==> config.mk <==
export PLATFORM = sky130hd
export DESIGN_NAME = alu_result_latch_flat
export DESIGN_NICKNAME = d
export VERILOG_FILES = /design/src/rtl/alu_result_latch_pkg.sv /design/src/rtl/alu_result_latch_if.sv /design/src/rtl/alu_result_latch_history.sv /design/src/rtl/alu_result_latch.sv /design/src/flat_wrapper.sv
export SDC_FILE = /design/constraint.sdc
export NUM_CORES = 1
export LEC_CHECK = 0
export CAP_MARGIN = 15
export CORE_ASPECT_RATIO = 0.7
export CORE_MARGIN = 8
export CORE_UTILIZATION = 50
export DETAILED_ROUTE_END_ITERATION = 10
export PLACE_DENSITY = 0.83
export SLEW_MARGIN = 20
export SYNTH_ARGS = -nofsm -noshare
export SYNTH_HDL_FRONTEND = slang
export SYNTH_SLANG_ARGS = --single-unit
==> constraint.sdc <==
create_clock -name clk -period 2.4 [get_ports clk]
set_input_delay 0.24 -clock clk [delete_from_list [all_inputs] [get_ports clk]]
set_output_delay 0.24 -clock clk [all_outputs]
set_load 0.02 [all_outputs]
==> src/rtl/alu_result_latch_pkg.sv <==
// alu_pkg: shared constants and types for the ALU result latch.
//   DATA_W : width of the ALU result held by the latch
//   DEPTH  : number of history entries (power of two)
//   PTR_W  : index width for the history ring, log2(DEPTH)
//   CNT_W  : width of the valid-entry count, which must hold 0..DEPTH
//   cap_state_e : capture FSM states
package alu_pkg;

  localparam int DATA_W = 8;
  localparam int DEPTH  = 4;
  localparam int PTR_W  = $clog2(DEPTH);
  localparam int CNT_W  = PTR_W + 1;

  // S_HELD is the reset state. It waits for load to drop so that one press
  // produces exactly one capture.
  typedef enum logic {
    S_HELD  = 1'b0,
    S_ARMED = 1'b1
  } cap_state_e;

endpackage

==> src/rtl/alu_result_latch_if.sv <==
// alu_result_latch_if: bundle between the ALU/user controls and the result latch.
//   alu_out    : combinational ALU result (to latch)
//   load       : level capture request, one capture per rising level
//   clear      : synchronous clear of result, history and flags
//   view_step  : advance the history view by one entry per cycle high
//   result     : current registered result
//   b_feedback : result[3:0], the ALU's B operand
//   view_data  : history entry currently being viewed (0 when empty)
//   view_idx   : view offset, 0 is the newest entry
//   count      : number of valid history entries
//   ovf        : sticky flag, a capture overwrote the oldest entry
// The master modport drives the requests; the slave modport is the latch.
interface alu_result_latch_if #(
  parameter int DATA_W = alu_pkg::DATA_W,
  parameter int DEPTH  = alu_pkg::DEPTH
);
  import alu_pkg::*;

  localparam int IDX_W = $clog2(DEPTH);

  logic [DATA_W-1:0] alu_out;
  logic              load;
  logic              clear;
  logic              view_step;
  logic [DATA_W-1:0] result;
  logic [3:0]        b_feedback;
  logic [DATA_W-1:0] view_data;
  logic [IDX_W-1:0]  view_idx;
  logic [IDX_W:0]    count;
  logic              ovf;

  modport master (
    output alu_out, load, clear, view_step,
    input  result, b_feedback, view_data, view_idx, count, ovf
  );

  modport slave (
    input  alu_out, load, clear, view_step,
    output result, b_feedback, view_data, view_idx, count, ovf
  );

endinterface

==> src/rtl/alu_result_latch_history.sv <==
// result_history: DEPTH x DATA_W ring buffer of captured results.
//   clk, reset_n : clock and synchronous active-low reset
//   clear        : zero every entry, pointer, count, view offset and ovf
//   capture      : store din at wr_ptr this edge
//   din          : value to store
//   view_step    : advance the view offset, wrapping at count
//   view_data    : entry at view_idx counted back from the newest (0 if empty)
//   view_idx     : registered view offset
//   count        : valid entries, saturates at DEPTH
//   ovf          : sticky, set when a capture replaces the oldest entry
module result_history #(
  parameter int DATA_W = alu_pkg::DATA_W,
  parameter int DEPTH  = alu_pkg::DEPTH
) (
  input  logic                       clk,
  input  logic                       reset_n,
  input  logic                       clear,
  input  logic                       capture,
  input  logic [DATA_W-1:0]          din,
  input  logic                       view_step,
  output logic [DATA_W-1:0]          view_data,
  output logic [$clog2(DEPTH)-1:0]   view_idx,
  output logic [$clog2(DEPTH):0]     count,
  output logic                       ovf
);
  import alu_pkg::*;

  localparam int IDX_W = $clog2(DEPTH);
  localparam logic [IDX_W:0] FULL = (IDX_W+1)'(DEPTH);

  logic [DATA_W-1:0] mem [DEPTH];
  logic [IDX_W-1:0]  wr_ptr;
  logic [IDX_W-1:0]  rd_ptr;
  logic [IDX_W:0]    view_next;

  // Extended by one bit so the wrap test against count (which can equal
  // DEPTH) does not overflow.
  assign view_next = {1'b0, view_idx} + (IDX_W+1)'(1);

  // Clear shares the reset path, so it also beats a simultaneous capture.
  // A capture always snaps the view back to the newest entry.
  always_ff @(posedge clk) begin
    if (!reset_n || clear) begin
      for (int i = 0; i < DEPTH; i++) begin
        mem[i] <= '0;
      end
      wr_ptr   <= '0;
      count    <= '0;
      view_idx <= '0;
      ovf      <= 1'b0;
    end else if (capture) begin
      mem[wr_ptr] <= din;
      wr_ptr      <= wr_ptr + IDX_W'(1);
      if (count == FULL) begin
        ovf <= 1'b1;
      end else begin
        count <= count + (IDX_W+1)'(1);
      end
      view_idx <= '0;
    end else if (view_step && (count != '0)) begin
      if (view_next == count) begin
        view_idx <= '0;
      end else begin
        view_idx <= view_idx + IDX_W'(1);
      end
    end
  end

  // wr_ptr points one past the newest entry; the subtraction wraps mod DEPTH.
  always_comb begin
    rd_ptr    = wr_ptr - IDX_W'(1) - view_idx;
    view_data = '0;
    if (count != '0) begin
      view_data = mem[rd_ptr];
    end
  end

endmodule

==> src/rtl/alu_result_latch.sv <==
// alu_result_latch: registered result stage behind the lab ALU.
//   clk     : system clock
//   reset_n : synchronous active-low reset
//   bus     : alu_result_latch_if slave (ALU result in, load/clear/view
//             controls in, result, B feedback and history view out)
// A capture FSM turns the level load request into one capture per press.
// The captured value becomes the result and is pushed into the history.
module alu_result_latch #(
  parameter int DATA_W = alu_pkg::DATA_W,
  parameter int DEPTH  = alu_pkg::DEPTH
) (
  input  logic                clk,
  input  logic                reset_n,
  alu_result_latch_if.slave   bus
);
  import alu_pkg::*;

  cap_state_e        state;
  cap_state_e        state_next;
  logic              capture;
  logic [DATA_W-1:0] result_q;

  always_ff @(posedge clk) begin
    if (!reset_n) begin
      state <= S_HELD;
    end else begin
      state <= state_next;
    end
  end

  // Reset lands in S_HELD, so a load held through reset must be released
  // before anything is captured. Clear is deliberately not looked at here:
  // a clear colliding with a capture still leaves the FSM in S_HELD.
  always_comb begin
    state_next = state;
    capture    = 1'b0;
    case (state)
      S_HELD: begin
        if (!bus.load) begin
          state_next = S_ARMED;
        end
      end
      S_ARMED: begin
        if (bus.load) begin
          capture    = 1'b1;
          state_next = S_HELD;
        end
      end
      default: state_next = S_HELD;
    endcase
  end

  // The FSM is back in S_HELD when the fed-back B operand changes the ALU
  // output, so the accumulator loop cannot re-capture its own result.
  always_ff @(posedge clk) begin
    if (!reset_n || bus.clear) begin
      result_q <= '0;
    end else if (capture) begin
      result_q <= bus.alu_out;
    end
  end

  assign bus.result     = result_q;
  assign bus.b_feedback = result_q[3:0];

  result_history #(
    .DATA_W (DATA_W),
    .DEPTH  (DEPTH)
  ) u_history (
    .clk       (clk),
    .reset_n   (reset_n),
    .clear     (bus.clear),
    .capture   (capture),
    .din       (bus.alu_out),
    .view_step (bus.view_step),
    .view_data (bus.view_data),
    .view_idx  (bus.view_idx),
    .count     (bus.count),
    .ovf       (bus.ovf)
  );

endmodule

==> src/flat_wrapper.sv <==
// flat-port wrapper written by rule: the top's interface ports become plain ports
module alu_result_latch_flat import alu_pkg::*;
#(
  parameter int DATA_W = alu_pkg::DATA_W,
  parameter int DEPTH  = alu_pkg::DEPTH
)
  (clk, reset_n, bus_alu_out, bus_load, bus_clear, bus_view_step, bus_result, bus_b_feedback, bus_view_data, bus_view_idx, bus_count, bus_ovf);
  alu_result_latch_if #(.DATA_W(DATA_W), .DEPTH(DEPTH)) bus_i ();
  input  logic clk;
  input  logic reset_n;
  input wire logic [$bits(bus_i.alu_out)-1:0] bus_alu_out;
  input wire logic [$bits(bus_i.load)-1:0] bus_load;
  input wire logic [$bits(bus_i.clear)-1:0] bus_clear;
  input wire logic [$bits(bus_i.view_step)-1:0] bus_view_step;
  output wire logic [$bits(bus_i.result)-1:0] bus_result;
  output wire logic [$bits(bus_i.b_feedback)-1:0] bus_b_feedback;
  output wire logic [$bits(bus_i.view_data)-1:0] bus_view_data;
  output wire logic [$bits(bus_i.view_idx)-1:0] bus_view_idx;
  output wire logic [$bits(bus_i.count)-1:0] bus_count;
  output wire logic [$bits(bus_i.ovf)-1:0] bus_ovf;
  assign bus_i.alu_out = bus_alu_out;
  assign bus_i.load = bus_load;
  assign bus_i.clear = bus_clear;
  assign bus_i.view_step = bus_view_step;
  assign bus_result = bus_i.result;
  assign bus_b_feedback = bus_i.b_feedback;
  assign bus_view_data = bus_i.view_data;
  assign bus_view_idx = bus_i.view_idx;
  assign bus_count = bus_i.count;
  assign bus_ovf = bus_i.ovf;
  alu_result_latch #(.DATA_W(DATA_W), .DEPTH(DEPTH)) u_core (.clk(clk), .reset_n(reset_n), .bus(bus_i));
endmodule
==> results.yml <==
flow_run:
  max_cap_viol_count: 0
drt:
  drt_pre_antenna_iters: 4
  detail_route.iter0.violations: 70
  avgRoutedWirePerCell_um: 16.0
  drc_errors: 0
  met2_length_mm: 2.23
  wirelength_mm: 4.63
  wl_met1_mm: 2.00
  routed-wl-met3_um: 342
  routed.top_layer: "met4"
  routed_via_density: 5.23
  num_vias: 1512
  ant_nets: 0
critical_path:
  slowest_stage: "mux4_2"
  worstPathArrival_ns: 2.06
  crit_family: "buffers and inverters"
  required_ns: 2.16
  path_class: "reg2out"
  crit_buf_inv: 3
  crit_chain: "inv_1 -> ha_1 -> buf_4 -> mux4_2 -> nor2b_1 -> clkdlybuf4s15_1"
  cp_slowest_stage_delay_ns: 0.48
  cp-start-kind: "flop"
  critPathCaptureType: "output port"
  cp_max_fo: 3
timing:
  period_minus_slack_ns: 2.30
  hold_viol_final: 0
  fmax_mhz: 435
  slew_headroom_pct: 65.0
  worst_slew_pin_slew_ns: 0.522
  finClkSkew_ns: 0.00640
  period_share_pct: 95.7
  rsz0062_at_grt: "no"
  setup_tns_ns: 0
  slew_viol_final: 0
  setup_viol: 0
logic_synthesis:
  muxShareOfSynthArea_pct: 8.00
  synth_compound_area_share_pct: 5.00
  syn_nets: 203
  synth.cell_area_sq_mm: 0.00225
  synth.distinct_cells: 28
  ys_ff_latch: 49
  ys_seq_area_share_pct: 57.7
  yosys.area_share.simple_pct: 20.2
  synthXorXnorAreaFrac_pct: 3.00
  synth_top_family_by_area: "simple AND/OR/NAND/NOR gates"
  syn_inst: 186
  yosys_warnings: 0
  syn_avg_cell_area_sq_um: 12.1
  synth_fa_ha_area_share_pct: 2.22
grt:
  gr-total-overflow: 0
  grt_pass1_wl_mm: 7.71
  grt_max_degree: 24
  globalRouteTotalUtil_pct: 14.5
  antenna_found_initial: 0
  grt_pass1_vias: 1550
floorplanning:
  die_y_um: 72.2
  initial_core_util_pct: 52.1
  die_area_sq_mm: 0.00695
  design.core.area_sq_mm: 0.00433
  ios: 39
  row_count: 20
  die_x_um: 96.2
clock_network:
  cts_hold_repair.buffers: 0
  clock_path_buffers: 2
  cts_root_buf: "clkbuf_8"
  htreeDepth: 2
  tritoncts: "done"
  postCtsSetupRepairBufs: 0
  clock_sinks: 49
  clk-insertion-delay-late_ns: 0.30
  cts_buffers: 5
  path_clk_slew_ns: 0.08
finish:
  syn_to_final_growth_pct: 24.6
  ff_latch_area_sq_mm: 0.00130
  nets: 250
  final_common_cell: "edfxtp_1"
  drive_gt1_share_pct: 16.7
  fillCellCount: 352
  diodes: 0
  final_core_util_pct: 64.9
  multi_input_area_sq_um: 867
  final_cell_mix: "32 x edfxtp_1, 30 x clkdlybuf4s50_1, 25 x and2_1"
pwr:
  power.density_mw_per_mm2: 547
  p_leak_nw: 1.09
  ir_drop_v: 0.000356
placed_design:
  dp_hpwl_mm: 3.46
  io_buffers: 38
  gp_congestion: 0.726
hold_path:
  holdCritPathClass: "reg2reg"
run_status:
  status: "complete, no violations"
==> state kept, by name, summed over array words and instances, names as in the netlist <==
name and count:
u_core.bus.result 8, u_core.u_history.ovf 1, u_core.u_history.count 3, u_core.state 1, u_core.u_history.mem 32, u_core.u_history.view_idx 2
u_core.u_history.wr_ptr 2
==> cells by family (layout without fill, tap and decap cells) <==
logic type      count (synthesis)  after routing
compound gates                 20             20
xor+xnor                        6              6
fa+ha+maj                       4              4
buf+inv                        19             67
flops                          49             49
mux                             8              8
simple gates                   80             80
==> where the power goes <==
group	switching (mW)	leakage, nW	internal (mW)
combinational	0.0611	0.551	0.0589
sequential	0.00918	0.494	0.923
clock	0.249	0.0455	0.235
total	0.320	1.09	1.22
==> cell type report <==
cell class                      count  share of cell area (%)
Tap cell                           55                    2.45
Clock buffer                        8                    3.21
Inverter                            6                   0.802
Timing Repair Buffer               53                    16.3
Multi-Input combinational cell    118                    30.9
Sequential cell                    49                    46.3
==> per-stage QoR <==
step | total power, mW | hold WS (ns) | cells | setup slack [ns] | area, sq um
4_1_cts | 1.55 | 0.457 | 289 | 0.00301 | 2830
3_5_place_dp | 1.07 | 0.446 | 281 | 0.109 | 2750
3_3_place_gp | 1.07 | 0.441 | 281 | 0.161 | 2750
5_1_grt | 1.60 | 0.486 | 289 | 0.00500 | 2810
6_report | 1.54 | 0.458 | 289 | 0.102 | 2810
2_1_floorplan | 1.01 | 0.312 | 186 | 0.370 | 2250
==> synth_stat cells <==
cell	n	area [sq um]
a21oi_1	12	60.1
and2_0	1	6.26
and2_1	25	156
and3_1	8	50.1
and4_1	1	8.76
and4b_1	1	10.0
buf_2	1	5.00
buf_4	4	30.0
clkbuf_1	8	30.0
dfxtp_1	17	340
edfxtp_1	32	961
ha_1	4	50.1
inv_1	6	22.5
mux4_2	8	180
nand2_1	18	67.6
nand2b_1	4	25.0
nand3_1	3	15.0
nor2_1	3	11.3
nor2b_1	11	68.8
nor3_1	3	15.0
nor4_2	1	12.5
o2111ai_1	2	17.5
o21ai_0	4	20.0
o31ai_1	2	15.0
or4_1	1	7.51
xnor2_1	3	26.3
xnor3_2	1	23.8
xor2_1	2	17.5
==> worst paths after layout <==
check                                 end  depth (start not counted)                    startpoint  slack [ns]
min reg2reg          u_core.bus.result[5]                          2          u_core.bus.result[5]        0.46
min                  u_core.bus.result[5]                          2          u_core.bus.result[5]        0.46
max                      bus_view_data[6]                          6  u_core.u_history.view_idx[0]        0.10
max reg2reg  u_core.u_history.view_idx[0]                          5     u_core.u_history.count[1]        0.60
==> timing repair <==
action	in CTS	in global routing
endpoints found under the setup margin	8	8
endpoints found under the hold margin	0	0
gates resized for setup	11	13
==> worst min-delay path, stage by stage, from the launching register on <==
cell and delay [ns]:
dfxtp_1 0.31, nand2_1 0.05, a21oi_1 0.05
==> per-layer routing <==
layer / track usage, % / vias to the layer above
li1: - / 743
met5: 0 / -
met4: 5.43 / 0
met3: 4.43 / 7
met2: 23.0 / 42
met1: 18.1 / 720
Power figures use the tool's default switching activity.
